$ cat config.mk
export PLATFORM = sky130hd
export DESIGN_NAME = sum_window_acc
export DESIGN_NICKNAME = d
export VERILOG_FILES = /design/src/rtl/sum_window_acc.sv
export SDC_FILE = /design/constraint.sdc
export NUM_CORES = 1
export LEC_CHECK = 0
export ABC_AREA = 0
export ABC_CLOCK_PERIOD_IN_PS = 4000
export BUFFER_PORTS_ARGS = -buffer_cell sky130_fd_sc_hd__buf_2
export CORE_MARGIN = 2
export CORE_UTILIZATION = 60
export CTS_CLUSTER_DIAMETER = 50
export DETAILED_ROUTE_END_ITERATION = 12
export GPL_TIMING_DRIVEN = 0
export PLACE_DENSITY = 0.83
export SKIP_LAST_GASP = 1
export SLEW_MARGIN = 20
export SYNTH_ARGS = -nofsm -noshare
export SYNTH_HDL_FRONTEND = slang
export SYNTH_SLANG_ARGS = --single-unit
$ cat constraint.sdc
create_clock -name clk -period 4 [get_ports clk]
set_input_delay 0.8 -clock clk [delete_from_list [all_inputs] [get_ports clk]]
set_output_delay 0.8 -clock clk [all_outputs]
set_load 0.01 [all_outputs]
$ cat src/rtl/sum_window_acc.sv
// sum_window_acc: accumulates WINDOW accepted sums into a saturating total held on a valid/ready output.
module sum_window_acc #(
    parameter int IN_W   = 4,
    parameter int ACC_W  = 8,
    parameter int WINDOW = 4
) (
    input  logic             clk,
    input  logic             rst_n,
    input  logic             clear,
    input  logic             in_valid,
    output logic             in_ready,
    input  logic [IN_W-1:0]  in_data,
    output logic             out_valid,
    input  logic             out_ready,
    output logic [ACC_W-1:0] out_sum,
    output logic             out_sat
);
    localparam int CNT_W = (WINDOW < 2) ? 1 : $clog2(WINDOW + 1);
    typedef enum logic [1:0] {IDLE, ACCUM, HOLD} state_t;
    state_t           state, state_nx;
    logic [ACC_W-1:0] acc, acc_nx, out_sum_nx;
    logic [CNT_W-1:0] cnt, cnt_nx;
    logic             sat, sat_nx, out_valid_nx, out_sat_nx;
    logic [ACC_W:0]   sum;
    logic             accept;
    assign in_ready = (state != HOLD);
    assign accept   = in_valid && in_ready;
    assign sum      = {1'b0, acc} + (ACC_W + 1)'(in_data);
    always_comb begin
        state_nx     = state;
        acc_nx       = acc;
        cnt_nx       = cnt;
        sat_nx       = sat;
        out_valid_nx = out_valid;
        out_sum_nx   = out_sum;
        out_sat_nx   = out_sat;
        if (clear) begin
            state_nx     = IDLE;
            acc_nx       = '0;
            cnt_nx       = '0;
            sat_nx       = 1'b0;
            out_valid_nx = 1'b0;
            out_sat_nx   = 1'b0;
        end else if (accept) begin
            // the first sample of a window restarts acc and the sticky saturation flag
            acc_nx = (state == IDLE) ? ACC_W'(in_data) : (sum[ACC_W] ? '1 : sum[ACC_W-1:0]);
            sat_nx = (state == IDLE) ? 1'b0 : (sat | sum[ACC_W]);
            cnt_nx = (state == IDLE) ? CNT_W'(1) : cnt + CNT_W'(1);
            state_nx = (cnt_nx == CNT_W'(WINDOW)) ? HOLD : ACCUM;
            if (cnt_nx == CNT_W'(WINDOW)) begin
                out_valid_nx = 1'b1;
                out_sum_nx   = acc_nx;
                out_sat_nx   = sat_nx;
            end
        end else if (state == HOLD && out_ready) begin
            state_nx     = IDLE;
            out_valid_nx = 1'b0;
        end
    end
    always_ff @(posedge clk or negedge rst_n) begin
        if (!rst_n) begin
            state     <= IDLE;
            acc       <= '0;
            cnt       <= '0;
            sat       <= 1'b0;
            out_valid <= 1'b0;
            out_sum   <= '0;
            out_sat   <= 1'b0;
        end else begin
            state     <= state_nx;
            acc       <= acc_nx;
            cnt       <= cnt_nx;
            sat       <= sat_nx;
            out_valid <= out_valid_nx;
            out_sum   <= out_sum_nx;
            out_sat   <= out_sat_nx;
        end
    end
endmodule

==> results of run 1 <==
## worst max-delay path, cell delays in order
cell and delay (ns):
buf_2 0.10, ha_1 0.23, fa_1 0.43, a211oi_2 0.40, nor3_2 0.17, o31a_1 0.30
mux2_2 0.27
## power groups by stage
stage	Combinational (W)	Sequential, W	Clock, W
CTS	0.0000750	0.000252	0.000176
finish	0.0000748	0.000252	0.000177
global route	0.0000831	0.000253	0.000185
global placement	0.0000710	0.000256	0
detailed placement	0.0000744	0.000257	0
floorplan	0.0000529	0.000256	0
## synth_stat cells (all sizes together), types with 4 or more instances
cell type	count	area, µm²
ha	5	62.6
and3	4	25.0
o31ai	4	30.0
a21oi	9	45.0
mux2	4	45.0
nand2	15	56.3
inv	4	15.0
nor3	4	36.3
dfrtp	24	601
nor2	10	37.5
o21ai	12	60.1
## layer usage
metal | track usage | part of all wire | up-vias
met5 | 0 | 0 | -
met1 | 0.319 | 0.44 | 577
li1 | - | - | 582
met2 | 0.450 | 0.51 | 32
met4 | 0.0684 | 0.0076 | 0
met3 | 0.0171 | 0.045 | 3
## logic make-up (layout without fill, tap and decap cells)
family,count (synthesis),count (layout),share of synthesized area
AOI/OAI and AO/OA,50,50,0.243
buffers and inverters,10,31,0.0330
adders and majority gates,6,6,0.0588
xor gates and xnor gates,3,3,0.0187
and+or+nand+nor,46,46,0.179
muxes,5,5,0.0392
DFF,24,24,0.428
## registers in the layout (all words and copies together) (netlist names)
signal and count:
acc 8, out_sum 8, cnt 3, state 2, out_sat 1, out_valid 1, sat 1
## through the flow
step	total power (W)	hold slack, ns
6_report	0.000503	0.427
5_1_grt	0.000521	0.468
4_1_cts	0.000503	0.442
3_5_place_dp	0.000331	0.489
3_3_place_gp	0.000327	0.482
2_1_floorplan	0.000309	0.471
## area by class of cell
cell class / count / area, µm² / share of cell area
Inverter: 5 / 18.8 / 0.0119
Clock buffer: 3 / 22.5 / 0.0143
Timing Repair Buffer: 17 / 85.1 / 0.0540
Multi-Input combinational cell: 110 / 757 / 0.480
Sequential cell: 24 / 601 / 0.381
Buffer: 5 / 27.5 / 0.0175
Tap cell: 28 / 35.0 / 0.0222
Clock inverter: 1 / 30.0 / 0.0190
## worst paths after layout
check / cells past startpoint / slack [ns] / to
max reg2reg: 6 / 1.69 / out_sum[1]
max: 7 / 1.50 / out_sum[1]
min: 1 / 0.43 / out_sat
max in group asynchronous: 1 / 3.20 / out_sum[3]
min reg2reg: 1 / 0.52 / out_sum[6]
min in group clk: 1 / 0.52 / out_sum[6]
==> flow_summary.ini, run 1 <==
[outcome]
status = completed

[critical_path]
crit_type = in -> reg
cp-startpoint = in_data[0]
end_kind = flip-flop
critical_path.startpoint_type = primary input
r2r-start = acc[0]
crit_required_ns = 4.21
worst-path-max-fanout = 7
cp_data_arrival_time_ns = 2.71

[cts]
cts_max_level = 1
clkSinkCount = 24
insertion_delay_ns = 0.33
numCtsBuffers = 3
ctsLongestPathBuffers = 2
hold_buffers = 0
cts_tree = yes
ctsResizeCount = 0
cts.reportedPaths.clkPinSlew_ns = 0.14
cts_root_buffer = clkbuf_4
post-cts-setup-buffer-count = 0

[grt]
grt-ovfl-total = 0
grt_pass1_wl_mm = 5.06
grt_max_degree = 25
grt_pass1_vias = 1110
track_usage = 0.249
antenna_found_initial = 0

[die]
core_region_area_mm2 = 0.00221
rows = 17
die_h_um = 52.4
dieArea_mm2 = 0.00274
die_x_um = 52.4
ios = 20
start_util = 0.635

[placed_design]
gp_congestion = 0.857
dpl_cell_area_mm2 = 0.00152
pre_cts_ws_ns = 1.17
placed_cells = 189
hpwl_mm = 2.28
port-buffer-count = 17

[yosys]
yosys_warnings = 0
synth-seq-cells = 24
netlist_area_mm2 = 0.00140
synth_cell_type_count = 47
syn_nets = 159
synthFlopType = dfrtp_1
avgSynthCellArea_um2 = 9.75
synthArstFlopShare = 1.00
synth_edf_count = 0
ys_seq_area_frac = 0.428
syn_inst = 144

[finish]
finalNonFillerCells = 193
final_common_cell = dfrtp_1
drive_above_1_share = 0.242
final_cell_mix = 24 x dfrtp_1, 18 x buf_2, 15 x nand2_1, 10 x o21ai_0, 10 x nor2_1
fin_area_mm2 = 0.00158
utilization = 0.713
fill_cells = 172
nets = 181
area_growth_pct = 12.3
diodes = 0

[sta]
finalSetupTns_ns = 0
min_period_ns = 2.50
timing.fmax_ghz = 0.400
worst_slack_ns = 1.50
setup_violations = 0
drv_slew = 0
finClkSkew_ns = 0.0159
tightest_slew_ns = 0.535
rsz0062_at_grt = false
timing_hold_violations_final = 0
slew_headroom = 0.643
fin_crit_sh = 0.625

[pwr]
leakage_nw = 0.744
seqPwrFrac = 0.500
p_int_w = 0.000380
peakVddDrop_uv = 300
pwr-share-clk = 0.351
p_switching_w = 0.000124
power_density_mw_per_mm2 = 319
sw_frac_of_total = 0.246
comb_power_share = 0.149

[detailed_routing]
viasPerCell = 6.19
drt-wirelength-per-cell_um = 15.7
drc = 0
final_antenna_net_count = 0
drtIter0Drc = 25
dr.pass1.iters = 4
vias = 1194
drt_wl_total_mm = 3.04

[min_path]
hold_path_class = in -> async

[run]
maxCapViolations = 0
No activity file was read; power rests on OpenSTA's default activity.
==> run 2, diff against run 1 <==
--- a/config.mk
+++ b/config.mk
@@ -6,14 +6,14 @@
 export NUM_CORES = 1
 export LEC_CHECK = 0
 export ABC_AREA = 0
-export ABC_CLOCK_PERIOD_IN_PS = 4000
+export ABC_CLOCK_PERIOD_IN_PS = 2200
 export BUFFER_PORTS_ARGS = -buffer_cell sky130_fd_sc_hd__buf_2
 export CORE_MARGIN = 2
-export CORE_UTILIZATION = 60
+export CORE_UTILIZATION = 50
 export CTS_CLUSTER_DIAMETER = 50
 export DETAILED_ROUTE_END_ITERATION = 12
 export GPL_TIMING_DRIVEN = 0
-export PLACE_DENSITY = 0.83
+export PLACE_DENSITY = 0.74
 export SKIP_LAST_GASP = 1
 export SLEW_MARGIN = 20
 export SYNTH_ARGS = -nofsm -noshare
==> constraint.sdc (replaced) <==
create_clock -name clk -period 2.2 [get_ports clk]
set_input_delay 0.44 -clock clk [delete_from_list [all_inputs] [get_ports clk]]
set_output_delay 0.44 -clock clk [all_outputs]
set_load 0.01 [all_outputs]
==> flow_summary.ini, run 2 (synthesis gave the netlist of run 1 again) <==
[die]
ios = 20
die_h_um = 57.0
start_util = 0.518
die_x_um = 57.0
rows = 19
core_region_area_mm2 = 0.00271
dieArea_mm2 = 0.00325

[sta]
tightest_slew_ns = 0.535
timing.fmax_ghz = 0.465
timing_hold_violations_final = 0
rsz0062_at_grt = true
drv_slew = 0
worst_slack_ns = 0.0516
slew_headroom = 0.643
finalHoldWorstSlack_ns = 0.0844
fin_crit_sh = 0.977
finClkSkew_ns = 0.00363
setup_violations = 0
min_period_ns = 2.15

[pwr]
leakage_nw = 0.778
peakVddDrop_uv = 396
p_total_w = 0.000839
power_density_mw_per_mm2 = 511

[cts]
clkSinkCount = 24
cts_max_level = 1
numCtsBuffers = 3
hold_buffers = 0
ctsLongestPathBuffers = 2
insertion_delay_ns = 0.32
cts_tree = yes
cts.reportedPaths.clkPinSlew_ns = 0.13
cts_root_buffer = clkbuf_4

[detailed_routing]
drc = 0
final_antenna_net_count = 0
drtIter0Drc = 35
dr.pass1.iters = 4
vias = 1189
drt_wl_total_mm = 3.10
viasPerCell = 5.92
drt-wirelength-per-cell_um = 15.4

[critical_path]
crit_type = reg -> reg
crit_path_end = out_sum[0]
r2r-start = acc[0]
crit_required_ns = 2.42
r2r_end = out_sum[0]
r2r_slack_ns = 0.05
slowest_stage = dfrtp_1
ff2ff_path_depth = 6
cpPeakStageDelay_ns = 0.43
cp_data_arrival_time_ns = 2.37
end_kind = flip-flop
critical_path.startpoint_type = flip-flop
worst-path-max-fanout = 5
cp-startpoint = acc[0]
crit_chain = ha_4, fa_2, a211oi_4, nor3_4, o31a_1, mux2_2

[finish]
area_growth_pct = 17.0
diodes = 0
final_common_cell = dfrtp_1
drive_above_1_share = 0.288
finalNonFillerCells = 201
fill_cells = 246
final_cell_mix = 24 x dfrtp_1, 18 x buf_2, 15 x nand2_1, 10 x o21ai_0, 10 x nor2_1
utilization = 0.606
top_regs = acc (8), out_sum (8), cnt (3)
nets = 186

[placed_design]
placed_cells = 192
port-buffer-count = 17
gp_congestion = 0.860
pre_cts_ws_ns = -0.286
hpwl_mm = 2.30

[outcome]
status = completed

[grt]
grt_pass1_vias = 1175
grt_max_degree = 25
antenna_found_initial = 0
grt-ovfl-total = 0
track_usage = 0.224
grt_pass1_wl_mm = 5.75

[min_path]
hold_path_class = in -> async

[run]
maxCapViolations = 0
run 2: worst max-delay path: cells and delay by family, from the launching register on:
kind | cells | cell delay [ns]
simple gates | 1 | 0.10
flops | 1 | 0.43
compound gates | 2 | 0.65
fa+ha+maj | 2 | 0.60
mux | 1 | 0.26
run 2: stage by stage:
stage	area, µm²	setup TNS, ns
4_1_cts	1570	0
3_3_place_gp	1530	-1.79
3_5_place_dp	1530	-2.25
6_report	1640	0
2_1_floorplan	1400	0
5_1_grt	1640	-0.207
run 2: worst min-delay path by stage:
stage / startpoint / to / slack [ns]
floorplan: rst_n / acc[0] / 0.14
global placement: rst_n / acc[4] / 0.44
detailed placement: rst_n / out_sum[7] / 0.45
CTS: rst_n / acc[3] / 0.09
global route: rst_n / acc[3] / 0.10
finish: rst_n / out_sum[7] / 0.08
run 2: layout make-up:
class,instances,area (µm²),share of cell area
Sequential cell,24,601,0.366
Inverter,5,18.8,0.0114
Tap cell,31,38.8,0.0236
Buffer,5,27.5,0.0168
Multi-Input combinational cell,110,798,0.486
Timing Repair Buffer,22,123,0.0746
Clock buffer,4,36.3,0.0221
run 2: power breakdown:
| group | leakage, nW | switching, W | internal [W] |
|---|---|---|---|
| clock | 0.0210 | 0.000131 | 0.000101 |
| sequential | 0.324 | 0.00000788 | 0.000451 |
| combinational | 0.433 | 0.0000862 | 0.0000621 |
run 2: layer usage:
layer  vias up  track usage  part of all wire  wire length, µm
met5         -            0                 0                0
met4         0       0.0764             0.020               61
met3         8       0.0227             0.020               61
met2        21        0.353              0.47             1470
met1       567        0.327              0.49             1500
li1        593            -                 -                -
run 2: what timing repair did:
| action | in CTS | in global routing |
|---|---|---|
| pin swaps | 1 | 5 |
| endpoints found under the setup margin | 7 | 6 |
| endpoints found under the hold margin | 0 | 0 |
| resized for setup | 2 | 5 |
| buffers inserted | 0 | 5 |
==> run 3, diff against run 2 <==
--- a/config.mk
+++ b/config.mk
@@ -6,7 +6,7 @@
 export NUM_CORES = 1
 export LEC_CHECK = 0
 export ABC_AREA = 0
-export ABC_CLOCK_PERIOD_IN_PS = 2200
+export ABC_CLOCK_PERIOD_IN_PS = 1800
 export BUFFER_PORTS_ARGS = -buffer_cell sky130_fd_sc_hd__buf_2
 export CORE_MARGIN = 2
 export CORE_UTILIZATION = 50
==> constraint.sdc (replaced) <==
create_clock -name clk -period 1.8 [get_ports clk]
set_input_delay 0.36 -clock clk [delete_from_list [all_inputs] [get_ports clk]]
set_output_delay 0.36 -clock clk [all_outputs]
set_load 0.01 [all_outputs]
==> flow_summary.ini, run 3 (synthesis gave the netlist of run 1 again) <==
[pwr]
p_switching_w = 0.000278
pwr-share-clk = 0.225
leakage_nw = 0.774
comb_power_share = 0.214
p_int_w = 0.000724
p_total_w = 0.00100
peakVddDrop_uv = 498
seqPwrFrac = 0.561
sw_frac_of_total = 0.278
power_density_mw_per_mm2 = 588

[critical_path]
crit_required_ns = 2.00
end_kind = flip-flop
worst-path-max-fanout = 4
critical_path.startpoint_type = flip-flop
crit_type = reg -> reg
cp_data_arrival_time_ns = 2.28

[grt]
grt_pass1_vias = 1225
track_usage = 0.232
grt-ovfl-total = 0
grt_busiest_layer = met2
gr-usage-met1 = 0.337
antenna_found_initial = 0
use_met3 = 0.0181
grt_max_degree = 25
use_met2 = 0.365
grt_pass1_wl_mm = 5.90

[sta]
worst_slack_ns = -0.280
tightest_slew_ns = 0.535
timing_hold_violations_final = 0
setup_violations = 17
timing.fmax_ghz = 0.481
rsz0062_at_grt = true
fin_crit_sh = 1.16
min_period_ns = 2.08
slew_headroom = 0.643
finalSetupTns_ns = -2.80
finClkSkew_ns = 0.00286
drv_slew = 0

[die]
die_h_um = 57.0
core_region_area_mm2 = 0.00271
start_util = 0.518
ios = 20
dieArea_mm2 = 0.00325
die_x_um = 57.0
rows = 19

[finish]
nets = 186
utilization = 0.629
final_cell_mix = 24 x dfrtp_1, 18 x buf_2, 15 x nand2_1, 9 x nor2_1
diodes = 0
area_growth_pct = 21.5
drive_above_1_share = 0.337
final_common_cell = dfrtp_1
top_regs = acc (8), out_sum (8), cnt (3)
fin_area_mm2 = 0.00171
finalNonFillerCells = 200
fill_cells = 243

[cts]
ctsLongestPathBuffers = 2
numCtsBuffers = 3
insertion_delay_ns = 0.30
cts_tree = yes
cts_max_level = 1
cts.reportedPaths.clkPinSlew_ns = 0.12
cts_root_buffer = clkbuf_4
clkSinkCount = 24
hold_buffers = 0

[detailed_routing]
vias = 1251
drt_wl_total_mm = 3.27
drc = 0
drtIter0Drc = 63
dr.pass1.iters = 4
viasPerCell = 6.26
drt-wirelength-per-cell_um = 16.4
final_antenna_net_count = 0

[placed_design]
placed_cells = 192
hpwl_mm = 2.28
gp_congestion = 0.854
dpl_cell_area_mm2 = 0.00155
port-buffer-count = 17

[outcome]
status = finished with violations
violations = negative setup slack

[min_path]
hold_path_class = in -> async

[run]
maxCapViolations = 0
-- run 3: cell type report --
type	instances	area [µm²]	share of cell area
repair buffers	22	123	0.0719
plain buffers	5	27.5	0.0161
well taps	31	38.8	0.0227
multi-input cells	110	875	0.513
inverters	5	18.8	0.0110
flip-flops and latches	24	601	0.352
clock buffers	3	22.5	0.0132
-- run 3: timing repair --
item | in CTS | in global routing
pin swaps | 8 | 5
resized for setup | 14 | 5
setup buffers | 4 | 2
endpoints found under the setup margin | 15 | 18
-- run 3: layer usage --
metal,wire length (µm),part of all wire
met5,0,0
met4,53,0.016
met3,181,0.055
met2,1620,0.50
met1,1420,0.43
-- run 3: final timing paths --
| path | endpoint | slack, ns | start | cells past startpoint |
|---|---|---|---|---|
| min reg2reg | out_sum[3] | 0.51 | out_sum[3] | 1 |
| min in group clk | out_valid | 0.32 | out_ready | 4 |
| min | out_sat | 0.01 | rst_n | 1 |
| max | out_sum[0] | -0.28 | acc[0] | 6 |
| max reg2reg | out_sum[0] | -0.28 | acc[0] | 6 |
| max in group asynchronous | cnt[0] | 1.43 | rst_n | 1 |
-- run 3: through the flow --
step / worst slack (ns) / hold WS, ns
5_1_grt: -0.341 / 0.0459
2_1_floorplan: -0.149 / 0.0644
4_1_cts: -0.261 / 0.0259
3_3_place_gp: -0.377 / 0.363
3_5_place_dp: -0.397 / 0.372
6_report: -0.280 / 0.0112
-- run 3: power by group through the flow --
stage / combinational (W) / clock (W) / sequential [W]
3_5_place_dp: 0.000174 / 0 / 0.000571
4_1_cts: 0.000202 / 0.000233 / 0.000561
5_1_grt: 0.000240 / 0.000248 / 0.000564
3_3_place_gp: 0.000168 / 0 / 0.000570
2_1_floorplan: 0.000126 / 0 / 0.000569
6_report: 0.000214 / 0.000226 / 0.000562
-- run 3: critical path, cell delays in order, from the launching register on --
cell and delay, ns:
dfrtp_1 0.42, ha_4 0.17, fa_2 0.37, a211oi_4 0.34, nor3_4 0.09, o31a_1 0.32
mux2_2 0.26
